==> config.mk <==
export PLATFORM = sky130hd
export DESIGN_NAME = dmem_arbiter_flat
export DESIGN_NICKNAME = d
export VERILOG_FILES = /design/src/rtl/dmem_arbiter_pkg.sv /design/src/rtl/dmem_arbiter_if.sv /design/src/rtl/dmem_arbiter_align_check.sv /design/src/rtl/dmem_arbiter.sv /design/src/flat_wrapper.sv
export SDC_FILE = /design/constraint.sdc
export NUM_CORES = 1
export LEC_CHECK = 0
export ABC_CLOCK_PERIOD_IN_PS = 5100
export CAP_MARGIN = 20
export CORE_AREA = 2 2 122 124
export DETAILED_ROUTE_END_ITERATION = 16
export DIE_AREA = 0 0 124 126
export PLACE_DENSITY = 0.48
export SETUP_SLACK_MARGIN = 0.02
export SLEW_MARGIN = 40
export SYNTH_ARGS = -nofsm -noshare
export SYNTH_HDL_FRONTEND = slang
export SYNTH_SLANG_ARGS = --single-unit
==> constraint.sdc <==
create_clock -name clock -period 5.1 [get_ports clock]
set_input_delay 0.765 -clock clock [delete_from_list [all_inputs] [get_ports clock]]
set_output_delay 0.765 -clock clock [all_outputs]
set_load 0.03 [all_outputs]
==> src/rtl/dmem_arbiter_pkg.sv <==
// Shared encodings for the data-memory arbiter: access sizes, response owner, defaults.
package dmem_arb_pkg;

  localparam logic [1:0] SZ_BYTE = 2'b00;
  localparam logic [1:0] SZ_HALF = 2'b01;
  localparam logic [1:0] SZ_WORD = 2'b11;

  localparam int STARVE_LIMIT_DEF = 4;

  typedef enum logic [1:0] {
    OWN_NONE = 2'd0,
    OWN_C    = 2'd1,
    OWN_D    = 2'd2
  } owner_e;

endpackage

==> src/rtl/dmem_arbiter_if.sv <==
// Bundle of the two requester ports and the data_memory side of the arbiter.
interface dmem_arbiter_if #(
  parameter int ADDR_W = 32,
  parameter int DATA_W = 32
);
  logic              c_req, c_we, c_gnt, c_stall, c_rvalid, c_err;
  logic [ADDR_W-1:0] c_addr;
  logic [DATA_W-1:0] c_wdata, c_rdata;
  logic [1:0]        c_size;

  logic              d_req, d_we, d_gnt, d_stall, d_rvalid, d_err;
  logic [ADDR_W-1:0] d_addr;
  logic [DATA_W-1:0] d_wdata, d_rdata;
  logic [1:0]        d_size;

  logic [ADDR_W-1:0] mem_addr;
  logic              mem_re, mem_we;
  logic [DATA_W-1:0] mem_wdata, mem_rdata;
  logic [1:0]        mem_size;

  // arbiter side
  modport slave (
    input  c_req, c_we, c_addr, c_wdata, c_size,
    output c_gnt, c_stall, c_rvalid, c_err, c_rdata,
    input  d_req, d_we, d_addr, d_wdata, d_size,
    output d_gnt, d_stall, d_rvalid, d_err, d_rdata,
    output mem_addr, mem_re, mem_we, mem_wdata, mem_size,
    input  mem_rdata
  );

  // requester / memory side
  modport master (
    output c_req, c_we, c_addr, c_wdata, c_size,
    input  c_gnt, c_stall, c_rvalid, c_err, c_rdata,
    output d_req, d_we, d_addr, d_wdata, d_size,
    input  d_gnt, d_stall, d_rvalid, d_err, d_rdata,
    input  mem_addr, mem_re, mem_we, mem_wdata, mem_size,
    output mem_rdata
  );
endinterface

==> src/rtl/dmem_arbiter_align_check.sv <==
// Combinational alignment check for one memory command (reserved size always fails).
module dmem_align_check
  import dmem_arb_pkg::*;
(
  input  logic [1:0] addr,
  input  logic [1:0] size,
  output logic       misaligned
);
  always_comb begin
    misaligned = 1'b1;
    case (size)
      SZ_BYTE: misaligned = 1'b0;
      SZ_HALF: misaligned = addr[0];
      SZ_WORD: misaligned = |addr;
      default: misaligned = 1'b1;
    endcase
  end
endmodule

==> src/rtl/dmem_arbiter.sv <==
// Core (C) / loader (D) arbiter in front of a single synchronous data_memory.
// C has priority; D wins once it has lost STARVE_LIMIT consecutive requesting cycles.
module dmem_arbiter
  import dmem_arb_pkg::*;
#(
  parameter int ADDR_W       = 32,
  parameter int DATA_W       = 32,
  parameter int STARVE_LIMIT = STARVE_LIMIT_DEF
) (
  input  logic          clock,
  input  logic          reset,
  dmem_arbiter_if.slave bus
);
  localparam int CW = $clog2(STARVE_LIMIT + 1);

  logic [CW-1:0]     starve_q, starve_d;
  owner_e            owner_q, owner_d;
  logic              err_q, err_d, rd_q, rd_d;

  logic              starved, c_gnt, d_gnt, gnt, mis;
  logic              win_we;
  logic [ADDR_W-1:0] win_addr;
  logic [DATA_W-1:0] win_wdata;
  logic [1:0]        win_size;
  logic              c_rsp, d_rsp;

  assign starved = (starve_q == CW'(STARVE_LIMIT));
  assign d_gnt   = ~reset & bus.d_req & (~bus.c_req | starved);
  assign c_gnt   = ~reset & bus.c_req & ~d_gnt;
  assign gnt     = c_gnt | d_gnt;

  // Winner mux; zeros when nobody is granted so the memory bus idles at 0.
  always_comb begin
    win_we    = 1'b0;
    win_addr  = '0;
    win_wdata = '0;
    win_size  = '0;
    if (d_gnt) begin
      win_we    = bus.d_we;
      win_addr  = bus.d_addr;
      win_wdata = bus.d_wdata;
      win_size  = bus.d_size;
    end else if (c_gnt) begin
      win_we    = bus.c_we;
      win_addr  = bus.c_addr;
      win_wdata = bus.c_wdata;
      win_size  = bus.c_size;
    end
  end

  dmem_align_check u_align (
    .addr       (win_addr[1:0]),
    .size       (win_size),
    .misaligned (mis)
  );

  assign bus.mem_addr  = win_addr;
  assign bus.mem_wdata = win_wdata;
  assign bus.mem_size  = win_size;
  assign bus.mem_re    = gnt & ~win_we & ~mis;
  assign bus.mem_we    = gnt &  win_we & ~mis;

  assign bus.c_gnt   = c_gnt;
  assign bus.d_gnt   = d_gnt;
  assign bus.c_stall = bus.c_req & ~c_gnt;
  assign bus.d_stall = bus.d_req & ~d_gnt;

  always_comb begin
    starve_d = starve_q;
    if (d_gnt)
      starve_d = '0;
    else if (bus.d_req && !starved)
      starve_d = starve_q + CW'(1);

    owner_d = OWN_NONE;
    if (d_gnt)      owner_d = OWN_D;
    else if (c_gnt) owner_d = OWN_C;
    err_d = gnt & mis;
    rd_d  = gnt & ~win_we;
  end

  always_ff @(posedge clock or posedge reset) begin
    if (reset) begin
      starve_q <= '0;
      owner_q  <= OWN_NONE;
      err_q    <= 1'b0;
      rd_q     <= 1'b0;
    end else begin
      starve_q <= starve_d;
      owner_q  <= owner_d;
      err_q    <= err_d;
      rd_q     <= rd_d;
    end
  end

  // A rejected read still returns rvalid, but with zero data.
  assign c_rsp        = (owner_q == OWN_C);
  assign d_rsp        = (owner_q == OWN_D);
  assign bus.c_rvalid = c_rsp & rd_q;
  assign bus.d_rvalid = d_rsp & rd_q;
  assign bus.c_err    = c_rsp & err_q;
  assign bus.d_err    = d_rsp & err_q;
  assign bus.c_rdata  = (c_rsp & rd_q & ~err_q) ? bus.mem_rdata : '0;
  assign bus.d_rdata  = (d_rsp & rd_q & ~err_q) ? bus.mem_rdata : '0;

endmodule

==> src/flat_wrapper.sv <==
// flat-port wrapper written by rule: the top's interface ports become plain ports
module dmem_arbiter_flat import dmem_arb_pkg::*;
#(
  parameter int ADDR_W       = 32,
  parameter int DATA_W       = 32,
  parameter int STARVE_LIMIT = STARVE_LIMIT_DEF
)
  (clock, reset, bus_c_req, bus_c_we, bus_c_addr, bus_c_wdata, bus_c_size, bus_c_gnt, bus_c_stall, bus_c_rvalid, bus_c_err, bus_c_rdata, bus_d_req, bus_d_we, bus_d_addr, bus_d_wdata, bus_d_size, bus_d_gnt, bus_d_stall, bus_d_rvalid, bus_d_err, bus_d_rdata, bus_mem_addr, bus_mem_re, bus_mem_we, bus_mem_wdata, bus_mem_size, bus_mem_rdata);
  dmem_arbiter_if #(.ADDR_W(ADDR_W), .DATA_W(DATA_W)) bus_i ();
  input  logic clock;
  input  logic reset;
  input wire logic [$bits(bus_i.c_req)-1:0] bus_c_req;
  input wire logic [$bits(bus_i.c_we)-1:0] bus_c_we;
  input wire logic [$bits(bus_i.c_addr)-1:0] bus_c_addr;
  input wire logic [$bits(bus_i.c_wdata)-1:0] bus_c_wdata;
  input wire logic [$bits(bus_i.c_size)-1:0] bus_c_size;
  output wire logic [$bits(bus_i.c_gnt)-1:0] bus_c_gnt;
  output wire logic [$bits(bus_i.c_stall)-1:0] bus_c_stall;
  output wire logic [$bits(bus_i.c_rvalid)-1:0] bus_c_rvalid;
  output wire logic [$bits(bus_i.c_err)-1:0] bus_c_err;
  output wire logic [$bits(bus_i.c_rdata)-1:0] bus_c_rdata;
  input wire logic [$bits(bus_i.d_req)-1:0] bus_d_req;
  input wire logic [$bits(bus_i.d_we)-1:0] bus_d_we;
  input wire logic [$bits(bus_i.d_addr)-1:0] bus_d_addr;
  input wire logic [$bits(bus_i.d_wdata)-1:0] bus_d_wdata;
  input wire logic [$bits(bus_i.d_size)-1:0] bus_d_size;
  output wire logic [$bits(bus_i.d_gnt)-1:0] bus_d_gnt;
  output wire logic [$bits(bus_i.d_stall)-1:0] bus_d_stall;
  output wire logic [$bits(bus_i.d_rvalid)-1:0] bus_d_rvalid;
  output wire logic [$bits(bus_i.d_err)-1:0] bus_d_err;
  output wire logic [$bits(bus_i.d_rdata)-1:0] bus_d_rdata;
  output wire logic [$bits(bus_i.mem_addr)-1:0] bus_mem_addr;
  output wire logic [$bits(bus_i.mem_re)-1:0] bus_mem_re;
  output wire logic [$bits(bus_i.mem_we)-1:0] bus_mem_we;
  output wire logic [$bits(bus_i.mem_wdata)-1:0] bus_mem_wdata;
  output wire logic [$bits(bus_i.mem_size)-1:0] bus_mem_size;
  input wire logic [$bits(bus_i.mem_rdata)-1:0] bus_mem_rdata;
  assign bus_i.c_req = bus_c_req;
  assign bus_i.c_we = bus_c_we;
  assign bus_i.c_addr = bus_c_addr;
  assign bus_i.c_wdata = bus_c_wdata;
  assign bus_i.c_size = bus_c_size;
  assign bus_c_gnt = bus_i.c_gnt;
  assign bus_c_stall = bus_i.c_stall;
  assign bus_c_rvalid = bus_i.c_rvalid;
  assign bus_c_err = bus_i.c_err;
  assign bus_c_rdata = bus_i.c_rdata;
  assign bus_i.d_req = bus_d_req;
  assign bus_i.d_we = bus_d_we;
  assign bus_i.d_addr = bus_d_addr;
  assign bus_i.d_wdata = bus_d_wdata;
  assign bus_i.d_size = bus_d_size;
  assign bus_d_gnt = bus_i.d_gnt;
  assign bus_d_stall = bus_i.d_stall;
  assign bus_d_rvalid = bus_i.d_rvalid;
  assign bus_d_err = bus_i.d_err;
  assign bus_d_rdata = bus_i.d_rdata;
  assign bus_mem_addr = bus_i.mem_addr;
  assign bus_mem_re = bus_i.mem_re;
  assign bus_mem_we = bus_i.mem_we;
  assign bus_mem_wdata = bus_i.mem_wdata;
  assign bus_mem_size = bus_i.mem_size;
  assign bus_i.mem_rdata = bus_mem_rdata;
  dmem_arbiter #(.ADDR_W(ADDR_W), .DATA_W(DATA_W), .STARVE_LIMIT(STARVE_LIMIT)) u_core (.clock(clock), .reset(reset), .bus(bus_i));
endmodule
==> impl_metrics.csv <==
group,metric,value,unit
floorplanning,rows,44,
clocking,cts-root-buf,"clkbuf_16",
power,vdd_drop_max,0.0850,mV
clocking,htree_levels,1,
logic_synthesis,synth_ff_type,"dfrtp_1",
detailed_routing,dr.pass1.iters,4,
timing,final_max_slew_viol_count,0,
detailed_routing,wl_per_cell,18.1,um
detailed_routing,via_count,2832,
detailed_routing,drc,0,
clocking,clock-sinks,7,
logic_synthesis,syn_inst,205,
floorplanning,die_h,126,um
timing,fin_crit,3990,ps
logic_synthesis,ys_warn_count,0,
detailed_routing,wl,12.4,mm
timing,rsz0062_at_grt,"no",
layout,final_cell_mix,"clkdlybuf4s50_1 (309), and2_1 (65), a22o_1 (65)",
global_routing,grt_overflow,0,
detailed_routing,initialDrtViolationCount,78,
global_routing,grt_first_pass_wirelength,16.9,mm
global_routing,grt_pass1_vias,2808,
timing,max_freq,250,MHz
clocking,cts_resized,0,
timing,slew_headroom,0.642,
floorplanning,io-pin-count,310,
critical_path,path_buf_inv,4,
floorplanning,dieWidth,124,um
logic_synthesis,postSynthAreaPerCell,7.82,um^2
hold_path,hold_class,"flip-flop to flip-flop",
floorplanning,die-area,15600,um^2
clocking,cts_buffer_depth,2,
placed_design,dp_hpwl,11.1,mm
global_routing,grt_max_degree,61,
critical_path,crit_path_cell_trace,"clkdlybuf4s50_1 > inv_2 > nor3_4 > buf_4 > a22o_1 > clkdlybuf4s50_1",
run,max_cap_violations,0,
timing,hold_viol_final,0,
timing,fin_tns_setup,0,ps
logic_synthesis,synth-seq-cells,7,
clocking,clkLatencyLatePin,230,ps
global_routing,grt_util_all_layers,0.145,
critical_path,setup.worst_path.end_class,"output port",
power,powerDensity,159,nW/um^2
power,power.leakage,1.90,nW
layout,nNetsFinal,672,
timing,tightest_slew,538,ps
timing,setup_violations,0,
logic_synthesis,synth_nets,377,
timing,fin_crit_sh,0.783,
detailed_routing,ant_nets,0,
critical_path,startpoint_type,"input pin",
logic_synthesis,synth_area,1600,um^2
power,p_total,0.781,mW
clocking,hold_buffers,0,
clocking,numCtsBuffers,3,
critical_path,cpLargestDelayFamily,"buffers and inverters",
floorplanning,core-area,14300,um^2
critical_path,slowest_delay,710,ps
critical_path,cp_slowest_cell,"clkdlybuf4s50_1",
layout,diodes,0,
floorplanning,start_util,0.112,
layout,area_delta_synth_final,207,%
layout,drive_gt1_frac,0.0261,
critical_path,cpMostUsedCell,"clkdlybuf4s50_1",
detailed_routing,viasPerCell,4.15,
clocking,post-cts-setup-buffer-count,0,
layout,nFillCells,1493,
run_status,status,"completed",
logic_synthesis,ys_types,36,
clocking,cts.clk_slew.worst_paths,40,ps
logic_synthesis,synthArstFlopShare,1.00,
global_routing,antenna_found_initial,0,
placed_design,portBuffers,309,
logic_synthesis,ys_seq_area_frac,0.109,
critical_path,cp.arrival,3230,ps
placed_design,gp_congestion,0.771,
critical_path,required,4340,ps
timing,final.setup_skew,0.800,ps
critical_path,cp_max_fo,50,
logic_synthesis,synth_edf_count,0,
clocking,tritoncts,"done",
layout,final_common_cell,"clkdlybuf4s50_1",
critical_path,critical_path_class,"input pin to output port",
## metal layers
| metal | global-route usage | part of all wire | up-vias |
|---|---|---|---|
| li1 | - | - | 1355 |
| met1 | 0.157 | 0.37 | 1271 |
| met2 | 0.271 | 0.50 | 199 |
| met3 | 0.0539 | 0.13 | 7 |
| met4 | 0.0178 | 0.0058 | 0 |
| met5 | 0 | 0 | - |
## registers in the layout, summed over array words and instances (netlist names)
name             flops
u_core.owner_q       2
u_core.err_q         1
u_core.rd_q          1
u_core.starve_q      3
## kinds of logic after synthesis
logic type               after synthesis  share of synthesized area
adder cells (fa/ha/maj)                2                     0.0156
AND/OR/NAND/NOR                       90                      0.367
buffers and inverters                 27                     0.0874
flip-flops                             7                      0.109
AO/OA/AOI/OAI                         79                      0.421
## final cells by class
cell class,instances,area (um^2),share of cell area
well taps,184,230,0.0468
clock buffers,4,78.8,0.0160
inverters,5,18.8,0.00381
flip-flops and latches,7,175,0.0356
multi-input cells,171,1290,0.262
repair buffers,312,3130,0.636
## where the power goes
| part | switching (mW) | internal (mW) | leakage, nW | total [mW] |
|---|---|---|---|---|
| registers | 0.0134 | 0.0695 | 0.0902 | 0.0829 |
| clock network | 0.0295 | 0.104 | 0.0382 | 0.133 |
| logic | 0.277 | 0.287 | 1.77 | 0.564 |
## synthesized netlist by cell type, drive strengths merged, types with 2 or more instances
library cell	count	area share
a21boi	2	0.0094
a22o	65	0.35
a32o	2	0.012
and2	66	0.26
and3b	4	0.022
and4bb	2	0.016
buf	16	0.062
clkbuf	6	0.014
dfrtp	7	0.11
ha	2	0.016
inv	5	0.012
nand2	2	0.0047
nor2	4	0.0094
nor2b	2	0.0094
nor3	3	0.016
o21ai	2	0.0062
## final timing paths
path | slack [ps] | from | endpoint | cells after the start
worst max register to register | 3330 | u_core.starve_q[1]$_DFFE_PP0P_ | u_core.err_q$_DFF_PP0_ | 6
worst min register to register | 550 | u_core.starve_q[0]$_DFFE_PP0P_ | u_core.starve_q[0]$_DFFE_PP0P_ | 1
worst max-delay path | 1110 | bus_d_req | bus_mem_addr[0] | 6
min in group asynchronous | 1040 | reset | u_core.starve_q[1]$_DFFE_PP0P_ | 2
max in group asynchronous | 3820 | reset | u_core.owner_q[1]$_DFF_PP0_ | 2
worst min-delay path | 550 | u_core.starve_q[0]$_DFFE_PP0P_ | u_core.starve_q[0]$_DFFE_PP0P_ | 1
## metrics by stage
stage               worst slack (ps)  std cells  utilization  instance area (um^2)  hold slack [ps]
finish                          1110        683        0.344                  4920              551
global route                     947        683        0.344                  4920              596
detailed placement              1080        679        0.338                  4840              545
global placement                1110        679        0.338                  4840              533
floorplan                       1890        205            -                  1600              479
CTS                             1080        683        0.344                  4920              550
## worst register-to-register path, stage by stage, from the launching register on
cell     delay, ps
dfrtp_1        370
inv_1           90
ha_1           220
nand3_2        130
and2_2         310
a32o_1         280
or2_1          240
(Power assumes the default switching activity.)
